### config.mk
export PLATFORM = sky130hd
export DESIGN_NAME = decimal_bcd_entry_encoder
export DESIGN_NICKNAME = d
export VERILOG_FILES = /design/src/rtl/decimal_bcd_entry_encoder.sv
export SDC_FILE = /design/constraint.sdc
export NUM_CORES = 1
export LEC_CHECK = 0
export BUFFER_PORTS_ARGS = -buffer_cell sky130_fd_sc_hd__buf_2
export CAP_MARGIN = 20
export CORE_MARGIN = 2
export CORE_UTILIZATION = 55
export CTS_CLUSTER_SIZE = 16
export DETAILED_ROUTE_END_ITERATION = 8
export GPL_TIMING_DRIVEN = 0
export PLACE_DENSITY_LB_ADDON = 0.3
export SLEW_MARGIN = 25
export SYNTH_ARGS = -nofsm -noshare
export SYNTH_HDL_FRONTEND = slang
export SYNTH_SLANG_ARGS = --single-unit
### constraint.sdc
create_clock -name clk -period 5.2 [get_ports clk]
set_clock_uncertainty 0.05 [all_clocks]
set_input_delay 1.04 -clock clk [delete_from_list [all_inputs] [get_ports clk]]
set_output_delay 1.04 -clock clk [all_outputs]
set_load 0.01 [all_outputs]
### src/rtl/decimal_bcd_entry_encoder.sv
// Decimal keypad entry into a shifting BCD working register, with a
// publish/acknowledge handshake for the finished value.
module decimal_bcd_entry_encoder #(
  parameter int unsigned DIGITS        = 4,
  parameter int unsigned PRIORITY_MODE = 0,
  localparam int unsigned CW           = $clog2(DIGITS + 1)
) (
  input  logic                  clk,
  input  logic                  rst_n,
  input  logic [9:0]            key,
  input  logic                  key_valid,
  output logic                  key_ready,
  input  logic                  enter,
  input  logic                  clear,
  input  logic                  out_ack,
  output logic [4*DIGITS-1:0]   entry_bcd,
  output logic [4*DIGITS-1:0]   bcd_out,
  output logic                  out_valid,
  output logic [CW-1:0]         digit_count,
  output logic                  err
);

  localparam int unsigned WW = 4 * DIGITS;

  typedef enum logic [1:0] {
    EMPTY = 2'd0,
    ENTRY = 2'd1,
    FULL  = 2'd2,
    DONE  = 2'd3
  } state_t;

  state_t          state_q, state_d;
  logic [WW-1:0]   entry_q, entry_d;
  logic [WW-1:0]   bcd_q, bcd_d;
  logic [CW-1:0]   count_q, count_d;
  logic            valid_q, valid_d;
  logic            err_q, err_d;

  logic            ready_c;
  logic            dec_ok;
  logic [3:0]      dec_digit;
  logic            accept;
  logic            take;
  logic            full_after;
  logic [WW-1:0]   work;
  logic [CW-1:0]   work_cnt;

  // Key decode; ascending scan leaves the highest set bit as the digit.
  always_comb begin
    dec_digit = 4'd0;
    for (int i = 0; i < 10; i++) begin
      if (key[i]) dec_digit = 4'(i);
    end
    dec_ok = (PRIORITY_MODE != 0) ? (key != 10'd0) : $onehot(key);
    accept     = key_valid && ready_c;
    take       = accept && dec_ok;
    work       = take ? ((entry_q << 4) | WW'(dec_digit)) : entry_q;
    work_cnt   = take ? (count_q + CW'(1)) : count_q;
    full_after = (work_cnt == CW'(DIGITS));
  end

  // State register.
  always_ff @(posedge clk or negedge rst_n) begin
    if (!rst_n) state_q <= EMPTY;
    else        state_q <= state_d;
  end

  // Next-state logic; clear overrides every other input.
  always_comb begin
    state_d = state_q;
    if (clear) begin
      state_d = EMPTY;
    end else begin
      case (state_q)
        EMPTY: if (take) state_d = enter ? DONE : (full_after ? FULL : ENTRY);
        ENTRY: begin
          if (enter)                   state_d = DONE;
          else if (take && full_after) state_d = FULL;
        end
        FULL:  if (enter)   state_d = DONE;
        DONE:  if (out_ack) state_d = EMPTY;
        default: state_d = EMPTY;
      endcase
    end
  end

  // Output and datapath next values; a same-cycle key is shifted in before publish.
  always_comb begin
    ready_c = (state_q == EMPTY) || (state_q == ENTRY);
    entry_d = entry_q;
    bcd_d   = bcd_q;
    count_d = count_q;
    valid_d = valid_q;
    err_d   = 1'b0;
    if (clear) begin
      entry_d = '0;
      bcd_d   = '0;
      count_d = '0;
      valid_d = 1'b0;
    end else begin
      case (state_q)
        EMPTY, ENTRY: begin
          err_d   = accept && !dec_ok;
          entry_d = work;
          count_d = work_cnt;
          if (enter && (take || state_q == ENTRY)) begin
            bcd_d   = work;
            valid_d = 1'b1;
          end
        end
        FULL: begin
          if (enter) begin
            bcd_d   = entry_q;
            valid_d = 1'b1;
          end
        end
        DONE: begin
          if (out_ack) begin
            valid_d = 1'b0;
            entry_d = '0;
            count_d = '0;
          end
        end
        default: ;
      endcase
    end
  end

  // Datapath registers.
  always_ff @(posedge clk or negedge rst_n) begin
    if (!rst_n) begin
      entry_q <= '0;
      bcd_q   <= '0;
      count_q <= '0;
      valid_q <= 1'b0;
      err_q   <= 1'b0;
    end else begin
      entry_q <= entry_d;
      bcd_q   <= bcd_d;
      count_q <= count_d;
      valid_q <= valid_d;
      err_q   <= err_d;
    end
  end

  assign key_ready   = ready_c;
  assign entry_bcd   = entry_q;
  assign bcd_out     = bcd_q;
  assign digit_count = count_q;
  assign out_valid   = valid_q;
  assign err         = err_q;

endmodule

# After elaboration in Yosys (flattened, before gate mapping)
# Cells that the tools add are included.
dict set report word_totals {
  wordCells 80
  mem_bits_rw 0
  latchBits 0
  romBits 0
  memories 0
  out_inout_bits 38
  reg_bits 39
}
dict set report op_classes {
  n_lt_le_gt_ge 0
  mux 37
  n_reduce_logical 16
  div 0
  add_sub_neg 10
  n_mul 0
  shift 0
  n_eq_ne 10
  bitwise 1
}
# operator n
set ops {}
lappend ops {{2-to-1 mux 16 bit} 6}
lappend ops {{case mux 16 bit (2 select lines)} 2}
lappend ops {{2-to-1 mux 2 bit} 10}
lappend ops {{2-to-1 mux 4 bit} 5}
lappend ops {{OR 16 x 4 -> 16 bit} 1}
lappend ops {{2-to-1 mux 3 bit} 4}
lappend ops {{!= test 3 bit (second input constant)} 4}
lappend ops {{adder 1 x 1 -> 2 bit} 5}
lappend ops {{case mux 2 bit (4 select lines)} 1}
lappend ops {{2-to-1 mux 1 bit} 7}
lappend ops {{adder 2 x 2 -> 3 bit} 2}
lappend ops {{case mux 3 bit (2 select lines)} 1}
lappend ops {{AND reduction 3 bit} 2}
lappend ops {{nonzero test 3 bit} 2}
lappend ops {{logical AND 1 bit} 5}
lappend ops {{adder 3 x 3 -> 4 bit} 1}
lappend ops {{adder 4 x 2 -> 4 bit} 1}
lappend ops {{== test 2 bit (second input constant)} 2}
lappend ops {{== test 4 x 1 -> 1 bit (second input constant)} 1}
lappend ops {{!= test 4 bit (second input constant)} 1}
lappend ops {{AND reduction 4 bit} 1}
lappend ops {{adder 3 x 1 -> 3 bit (second input constant)} 1}
lappend ops {{== test 3 bit (second input constant)} 1}
lappend ops {{case mux 1 bit (3 select lines)} 1}
lappend ops {{other kinds (6)} 7}

# Logic depth before layout (Yosys ltp)
# Gate-level depths: netlist of the first run.
dict set report depth {
  ltp_word 14
  depth_mapped 15
  depth_no_buf 13
}

# Worst setup path before layout of the first run
# No wires, ideal clock.
dict set report synth_path {
  path_kind {input to register}
  start {input key[0]}
  end {register state_q[0]}
  stages 13
  slack_ps 320
  arrival_ps 4703
  n_path_buf 0
  cell_sequence {fa_1 fa_1 inv_1 fa_1 inv_1 ha_1 inv_1 fa_1 a211o_1 a2111oi_4 and4b_1 o21ai_1 mux2_1}
}
dict set report synth_via {
  elab_chain_cells 13
  word_cells_on_any_way 17
  cone_classes {add/sub (4); eq/ne (4); mux (6); reduce/logical (3)}
}
# element line
set synth_rtl {}
lappend synth_rtl {{from (decl)} 10} ;# input logic [9:0] key,
lappend synth_rtl {{adder 1 x 1 -> 2 bit (not written as such) *} 54} ;# dec_ok = (PRIORITY_MODE != 0) ? (key != 10'd0) : $onehot(key);
lappend synth_rtl {{adder 2 x 2 -> 3 bit (not written as such) *} 54}
lappend synth_rtl {{adder 3 x 3 -> 4 bit (not written as such) *} 54}
lappend synth_rtl {{adder 4 x 2 -> 4 bit (not written as such) *} 54}
lappend synth_rtl {{== test 4 x 1 -> 1 bit *} 54}
lappend synth_rtl {{logical AND 1 bit *} 56} ;# take = accept && dec_ok;
lappend synth_rtl {{2-to-1 mux 3 bit} 58} ;# work_cnt = take ? (count_q + CW'(1)) : count_q;
lappend synth_rtl {{== test 3 bit} 59} ;# full_after = (work_cnt == CW'(DIGITS));
lappend synth_rtl {{2-to-1 mux 2 bit (3 in a row)} 75} ;# EMPTY: if (take) state_d = enter ? DONE : (full_after ? FULL : ENTRY);
lappend synth_rtl {{case mux 2 bit (4 select lines)} 74} ;# case (state_q)
lappend synth_rtl {{2-to-1 mux 2 bit} 71} ;# if (clear) begin
lappend synth_rtl {{to (signal assigned)} 65} ;# else state_q <= state_d;
lappend synth_rtl {{to (decl)} 32} ;# state_t state_q, state_d;
# Mark *: on every way between the ends. The rest lies on a longest branch, timed or not. The select of a mux whose other input is x is not followed.
# A chain may end at the register's enable or synchronous reset.

# Final worst setup path of the first run
dict set report layout_path {
  start {input key[5]}
  end {register entry_q[7], in the netlist entry_bcd[7]}
}
dict set report layout_via {
  elab_chain_cells 9
}
# element line
set layout_rtl {}
lappend layout_rtl {{adder 1 x 1 -> 2 bit (not written as such)} 54}
lappend layout_rtl {{adder 2 x 2 -> 3 bit (not written as such)} 54}
lappend layout_rtl {{adder 3 x 3 -> 4 bit (not written as such)} 54}
lappend layout_rtl {{adder 4 x 2 -> 4 bit (not written as such)} 54}
lappend layout_rtl {{== test 4 x 1 -> 1 bit} 54}
lappend layout_rtl {{logical AND 1 bit} 56}
lappend layout_rtl {{2-to-1 mux 16 bit} 57} ;# work = take ? ((entry_q << 4) | WW'(dec_digit)) : entry_q;
lappend layout_rtl {{case mux 16 bit (2 select lines)} 101} ;# case (state_q)
lappend layout_rtl {{2-to-1 mux 16 bit} 95} ;# if (clear) begin
lappend layout_rtl {{to (signal assigned)} 138} ;# entry_q <= entry_d;
lappend layout_rtl {{to (decl)} 33} ;# logic [WW-1:0] entry_q, entry_d;
# No other way between the ends.

==> results of run 1 <==
[Yosys cell counts, types with 2 or more instances]
master	count	area, um2
sky130_fd_sc_hd__buf_2	2	10.01
sky130_fd_sc_hd__a21oi_1	6	30.03
sky130_fd_sc_hd__fa_1	6	120.1
sky130_fd_sc_hd__inv_1	16	60.06
sky130_fd_sc_hd__o31ai_1	2	15.01
sky130_fd_sc_hd__o21ai_0	9	45.04
sky130_fd_sc_hd__buf_6	2	22.52
sky130_fd_sc_hd__a22o_1	16	140.1
sky130_fd_sc_hd__nor2b_1	4	25.02
sky130_fd_sc_hd__nor3_1	2	10.01
sky130_fd_sc_hd__a211oi_1	4	30.03
sky130_fd_sc_hd__or2_2	2	12.51
sky130_fd_sc_hd__o21ai_1	12	60.06
sky130_fd_sc_hd__dfrtp_1	39	975.9
sky130_fd_sc_hd__nand3_1	3	15.01
sky130_fd_sc_hd__nand2_1	23	86.33
sky130_fd_sc_hd__clkbuf_1	2	7.510
sky130_fd_sc_hd__mux2i_1	15	150.1
sky130_fd_sc_hd__ha_1	7	87.58
sky130_fd_sc_hd__nor2_1	9	33.78
[flip-flops by register name (all words and copies together), names as in the netlist]
| name | flops |
|---|---|
| digit_count | 3 |
| out_valid | 1 |
| bcd_out | 16 |
| err | 1 |
| state_q | 2 |
| entry_bcd | 16 |
[logic make-up (layout without fill, tap and decap cells)]
| group | Yosys count | in the layout | synth area share (%) |
|---|---|---|---|
| compound gates | 63 | 63 | 21.92 |
| simple gates | 48 | 48 | 10.13 |
| flops | 39 | 39 | 44.65 |
| buf+inv | 23 | 86 | 5.495 |
| mux | 17 | 17 | 7.899 |
| fa+ha+maj | 13 | 13 | 9.502 |
| xor+xnor | 1 | 1 | 0.4008 |
[power by group]
part | internal (mW) | switching, mW
Combinational | 0.143 | 0.216
Clock | 0.191 | 0.110
Sequential | 0.324 | 0.0219
[worst max-delay path, cell delays in order]
cell	delay (ns)
sky130_fd_sc_hd__buf_2	0.13
sky130_fd_sc_hd__fa_1	0.49
sky130_fd_sc_hd__fa_1	0.49
sky130_fd_sc_hd__inv_1	0.05
sky130_fd_sc_hd__fa_1	0.42
sky130_fd_sc_hd__inv_1	0.06
sky130_fd_sc_hd__ha_1	0.16
sky130_fd_sc_hd__inv_1	0.05
sky130_fd_sc_hd__fa_1	0.38
sky130_fd_sc_hd__a211o_1	0.34
sky130_fd_sc_hd__a211oi_1	0.45
sky130_fd_sc_hd__nand3_1	0.23
sky130_fd_sc_hd__nor2_2	0.35
sky130_fd_sc_hd__buf_2	0.30
sky130_fd_sc_hd__a22o_1	0.18
[final cells by class]
| class | instances | share of cell area (%) |
|---|---|---|
| clock buffer | 5 | 2.580 |
| tap | 48 | 2.251 |
| timing repair buffer | 55 | 10.60 |
| clock inverter | 3 | 2.533 |
| inverter | 16 | 2.251 |
| sequential | 39 | 36.59 |
| buffer | 7 | 2.251 |
| multi-input combinational | 142 | 40.95 |
[routing by layer]
layer | vias to the layer above | track usage, % | routed length, um
met5 | - | 0 | 0
met4 | 0 | 6.888 | 43
met1 | 895 | 33.59 | 2233
met3 | 6 | 4.561 | 220
li1 | 858 | - | -
met2 | 49 | 39.85 | 2522
[stage by stage]
step	setup TNS (ns)	hold WS [ns]	util (%)	power (mW)
after floorplan	0	0.4615	-	0.6015
after global placement	-1.960	0.4084	66.95	0.6877
after detailed placement	-3.643	0.4192	66.95	0.6986
after CTS	0	0.4363	70.59	0.9992
after global routing	-0.04115	0.4643	71.26	1.067
final	0	0.4271	71.26	1.006
[how the worst max path moves through the flow]
stage | endpoint | startpoint | slack, ns
floorplan | state_q[0] | key[0] | 0.32
detailed placement | entry_bcd[7] | key[0] | -0.22
CTS | entry_bcd[12] | key[0] | 0.08
global route | entry_bcd[7] | key[5] | -0.01
finish | entry_bcd[7] | key[5] | 0.25
global placement | entry_bcd[13] | key[0] | -0.14
[timing repair]
| action | CTS | global route |
|---|---|---|
| buffers inserted | 0 | 3 |
| resized for setup | 0 | 1 |
| setup endpoints to repair | 0 | 17 |
==> out/results.txt, run 1 <==
Clock tree from TritonCTS -> yes
Area used by sequential logic in the layout -> 975.9 um2
Type of the worst setup path -> in2reg
Power per cell area -> 377.2 mW/mm2
Max Freq -> 202.0 MHz
Num ports -> 54
Violation count after the first detailed-routing iteration -> 119
Overflow left after global routing -> 0
Placement-stage worst setup slack -> -0.2237 ns
Chip Width -> 67.04 um
Total nets after synthesis -> 233
Crit path time final -> 4.950 ns
Final Max Slew Viols -> 0
Detail Route Antenna Nets -> 0
Vias per std cell -> 5.740
Syn_area_per_cell -> 10.71 um2
Final period utilization -> 95.20%
Most used flip-flop cell after synthesis -> sky130_fd_sc_hd__dfrtp_1
Aggregate routed wire length -> 5019 um
Maximum count of clock buffers along a single path -> 2
Skew-Pair Late Insertion Delay -> 0.29 ns
Number of hold violations in the final report -> 0
Area growth from synthesis to final layout -> 22.04%
Total of max-cap violations -> 0
Number of cells traversed by the worst register-to-register path -> 9
Core area -> 0.003744 mm2
Most common cell after layout, fill and taps aside -> sky130_fd_sc_hd__buf_2
Hold-fix buffers, CTS -> 0
Vert. Die Dim -> 67.04 um
Gate count after technology mapping -> 204
Reg-to-Reg Start -> state_q[1]
Number of stages on the worst hold path -> 2
Number of search-and-repair iterations in the first detailed-routing pass -> 4
Yosys warns -> 0
Final setup viols -> 0
IO buf count -> 52
End point of the most critical hold path -> bcd_out[2]
Slew @ Worst Pin -> 0.8750 ns
Max-slew headroom -> 41.67%
Net count, final -> 295
WL per Instance -> 15.93 um
Antenna violations before repair -> 0
Synth Cell Area -> 0.002186 mm2
Startpoint of the tightest hold check path -> bcd_out[2]
Largest net degree at the start of global routing -> 40
Least setup slack across all paths after layout -> 0.2496 ns
Total Die Area -> 0.004494 mm2
Number of synthesized flops with an enable pin -> 0
Kind of capture point of the worst setup path -> flip-flop
Vias in the first global route -> 1665
GPL Wtd Cong -> 0.9008
Wire length of the first global-routing pass -> 8114 um
Status -> finished clean
DRC Markers -> 0
Number of flip-flops and latches in the synthesized netlist -> 39
Count of vias placed by the detailed router -> 1808
Area of the multi-input gates -> 0.001092 mm2
Commonest cells after routing, fill and taps aside -> 54 x sky130_fd_sc_hd__buf_2, 39 x sky130_fd_sc_hd__dfrtp_1, 23 x sky130_fd_sc_hd__nand2_1, 16 x sky130_fd_sc_hd__inv_1, 16 x sky130_fd_sc_hd__a22o_1
Placement Cell Area -> 0.002506 mm2
Synth cell types -> 43
Fraction of final layout cells with drive strength greater than 1 -> 28.09%
Flop-to-flop setup slack -> 2.27 ns
Number of clock sinks -> 39
Share of the yosys chip area belonging to registers -> 44.65%
H-Tree Depth -> 2
Post-route cell area -> 0.002668 mm2
Clock edge transition at the registers on the reported setup and hold paths -> 0.09 ns
Fill cells -> 296
Endpoint arrival time on the critical path -> 5.14 ns
CTS buffer count -> 5
Number of diodes -> 0
Placed insts -> 304
Proportion of synthesized flip-flops having asynchronous set or reset -> 100.0%
Number of standard cells in the layout, taps in and fillers out -> 315
Hpwl dp -> 3593 um
Type of element launching the critical path -> input port
Initial core utilization -> 58.39%
Row count -> 22
Cell chosen for the clock root -> sky130_fd_sc_hd__clkbuf_8
Destination of the worst register-to-register timing path -> bcd_out[1]
Static leakage -> 1.334 nW
Global-route usage over all layers -> 24.56%
Maximum ir drop on the vdd rail -> 0.2573 mV
Largest fanout on the critical path -> 10
Hold crit path type -> reg2reg
Data required time at the worst endpoint -> 5.38 ns
Note: power is estimated with default switching activity, not from simulation.
==> run 2: changes to the inputs <==
BUFFER_PORTS_ARGS = default   (was -buffer_cell sky130_fd_sc_hd__buf_2)
DONT_BUFFER_PORTS = 1   (was default)
MAX_ROUTING_LAYER = met4   (was default)
clock period = 5.7 ns   (was 5.2 ns; I/O delays follow)
==> run 2 against run 1 <==
Sequential power down 5.8%. Design area down 12%. Die area unchanged. Core utilization down 8.9 points. Total power down 21%. Via count down 10%. Combinational power down 21%. Critical path depth down 2. Sequential cell count unchanged. Wire length down 1.4%. Register-to-register slack better by 0.54 ns. Critical endpoint is now entry_bcd[13].
==> out/results.txt, run 2 (synthesized netlist as in run 1, its figures left out) <==
Status -> finished clean
Fraction of final layout cells with drive strength greater than 1 -> 8.962% (-19 points)
Top routing layer in use -> met4
Type of element launching the critical path -> input port
Post-CTS resize count -> 0 (unchanged)
Data required time at the worst endpoint -> 5.83 ns (+0.45 ns)
Hpwl dp -> 3588 um (-0.16%)
Buffers inserted during post-CTS setup optimization -> 0 (unchanged)
Count of vias placed by the detailed router -> 1625 (-10%)
Initial core utilization -> 58.39% (unchanged)
Number of clock sinks -> 39 (unchanged)
Crit path time final -> 5.183 ns
Hold-fix buffers, CTS -> 0 (unchanged)
Aggregate routed wire length -> 4947 um (-1.4%)
Number of search-and-repair iterations in the first detailed-routing pass -> 5 (+1)
Maximum count of clock buffers along a single path -> 2 (unchanged)
Skew-Pair Late Insertion Delay -> 0.29 ns (about the same)
Commonest cells after routing, fill and taps aside -> 39 x sky130_fd_sc_hd__dfrtp_1, 23 x sky130_fd_sc_hd__nand2_1, 16 x sky130_fd_sc_hd__inv_1, 16 x sky130_fd_sc_hd__a22o_1, 15 x sky130_fd_sc_hd__mux2i_1
Placement Cell Area -> 0.002246 mm2 (-10%)
Number of hold violations in the final report -> 0 (unchanged)
Final setup viols -> 0 (unchanged)
Kind of capture point of the worst setup path -> flip-flop
CTS buffer count -> 5 (unchanged)
Number of standard cells in the layout, taps in and fillers out -> 260 (-17%)
Global-route usage over all layers -> 24.47% (-0.084 points)
Largest fanout on the critical path -> 10 (unchanged)
Total of max-cap violations -> 0 (unchanged)
Met3 WL -> 326 um (+48%)
Clock edge transition at the registers on the reported setup and hold paths -> 0.08 ns (about the same)
Hold crit path type -> in2async
Final period utilization -> 90.93%
Vert. Die Dim -> 67.04 um (unchanged)
Static leakage -> 1.030 nW (-23%)
Max-slew headroom -> 50.93% (+9.3 points)
Smallest hold slack -> 0.4830 ns (+0.05585 ns)
Vias per std cell -> 6.250 (+8.9%)
GPL Wtd Cong -> 0.8971 (-0.41%)
Number of diodes -> 0 (unchanged)
Final Max Slew Viols -> 0 (unchanged)
Vias in the first global route -> 1706 (+2.5%)
WL per Instance -> 19.03 um (+19%)
Fraction of power spent switching nets -> 38.05% (+3.5 points)
Antenna violations before repair -> 0 (unchanged)
DRC Markers -> 0 (unchanged)
Placed insts -> 252 (-17%)
Cell chosen for the clock root -> sky130_fd_sc_hd__clkbuf_8
Sequential share of power -> 41.0% (+6.6 points)
Setup TNS -> 0 ns (unchanged)
Overflow left after global routing -> 0 (unchanged)
Max Freq -> 192.9 MHz
Largest net degree at the start of global routing -> 40 (unchanged)
Portion of total power attributed to combinational logic -> 35.7% (about the same)
Wire length of the first global-routing pass -> 7990 um (-1.5%)
Type of the worst setup path -> in2reg
Power per cell area -> 340.4 mW/mm2 (-9.7%)
Net count, final -> 240 (-19%)
Internal power of the cells -> 492.4 uW (-25%)
Chip Width -> 67.04 um (unchanged)
Num ports -> 54 (unchanged)
Endpoint arrival time on the critical path -> 5.31 ns (+0.17 ns)
Metal2 WL -> 2536 um (+0.56%)
Clock tree from TritonCTS -> yes
Switching component of the power -> 302.4 uW (-13%)
Total Die Area -> 0.004494 mm2 (unchanged)
Core area -> 0.003744 mm2 (unchanged)
Violation count after the first detailed-routing iteration -> 187 (+57%)
Most common cell after layout, fill and taps aside -> sky130_fd_sc_hd__dfrtp_1
Clock share of power -> 23.3% (-6.6 points)
RSZ-0062 raised after global routing -> false
IO buf count -> 0 (-100%)
Area growth from synthesis to final layout -> 6.812%
Detail Route Antenna Nets -> 0 (unchanged)
Post-route cell area -> 0.002335 mm2 (-12%)
Row count -> 22 (unchanged)
Wire length on met1 -> 2036 um (-8.8%)
Slew @ Worst Pin -> 0.7361 ns (-0.1389 ns)
H-Tree Depth -> 2 (unchanged)
Maximum ir drop on the vdd rail -> 0.2107 mV (-18%)
Final Power -> 794.8 uW (-21%)
-- run 2: changes by cell type in the layout (fill, tap and decap cells not counted) --
cell and change:
sky130_fd_sc_hd__clkinvlp_4 +1, sky130_fd_sc_hd__nor2_2 -1, sky130_fd_sc_hd__buf_4 -3, sky130_fd_sc_hd__bufinv_16 -2
sky130_fd_sc_hd__nor2_1 +1, sky130_fd_sc_hd__buf_2 -52, sky130_fd_sc_hd__clkinv_2 +1
-- run 2: routing by layer --
layer	vias to the layer above	global-route usage (%)
li1	744	-
met1	825	29.13
met2	52	39.98
met3	4	7.432
met4	0	7.398
met5	-	-
-- run 2: critical path: stages --
cell                        delay [ns]
sky130_fd_sc_hd__fa_1             0.48
sky130_fd_sc_hd__fa_1             0.52
sky130_fd_sc_hd__inv_1            0.06
sky130_fd_sc_hd__fa_1             0.44
sky130_fd_sc_hd__inv_1            0.08
sky130_fd_sc_hd__ha_1             0.16
sky130_fd_sc_hd__inv_1            0.06
sky130_fd_sc_hd__fa_1             0.38
sky130_fd_sc_hd__a211o_1          0.33
sky130_fd_sc_hd__a2111oi_4        0.74
sky130_fd_sc_hd__o21bai_1         0.41
sky130_fd_sc_hd__buf_2            0.30
sky130_fd_sc_hd__a22o_1           0.20
-- run 2: layout make-up --
cell class / instances / area (um2)
sequential: 39 / 975.9
fill: 311 / 1409
tap: 48 / 60.06
multi-input combinational: 142 / 1090
clock inverter: 3 / 20.02
inverter: 16 / 60.06
buffer: 7 / 60.06
clock buffer: 5 / 68.82
-- run 2: per-stage QoR --
step                      setup WS [ns]  utilization, %
after global placement           0.3713           59.99
after global routing             0.3380           62.37
after floorplan                  0.7199               -
after detailed placement         0.2056           59.99
final                            0.5171           62.37
after CTS                        0.5132           62.37
-- run 2: path summary, 6_finish.rpt --
check	startpoint	end	slack, ns	depth (start not counted)
worst min-delay path	rst_n	entry_bcd[7]	0.48	0
min in group clk	bcd_out[15]	bcd_out[15]	0.50	2
worst min register to register	bcd_out[15]	bcd_out[15]	0.50	2
max in group asynchronous	rst_n	bcd_out[12]	5.01	0
worst max register to register	state_q[1]	entry_bcd[13]	2.81	7
worst max-delay path	key[0]	entry_bcd[13]	0.52	13
-- run 2: power by group through the flow --
stage               logic [mW]  registers (mW)  clock network (mW)
global route             0.318           0.328               0.202
floorplan                0.225           0.324                   0
finish                   0.284           0.326               0.185
detailed placement       0.281           0.330                   0
CTS                      0.284           0.325               0.190
global placement         0.265           0.329                   0
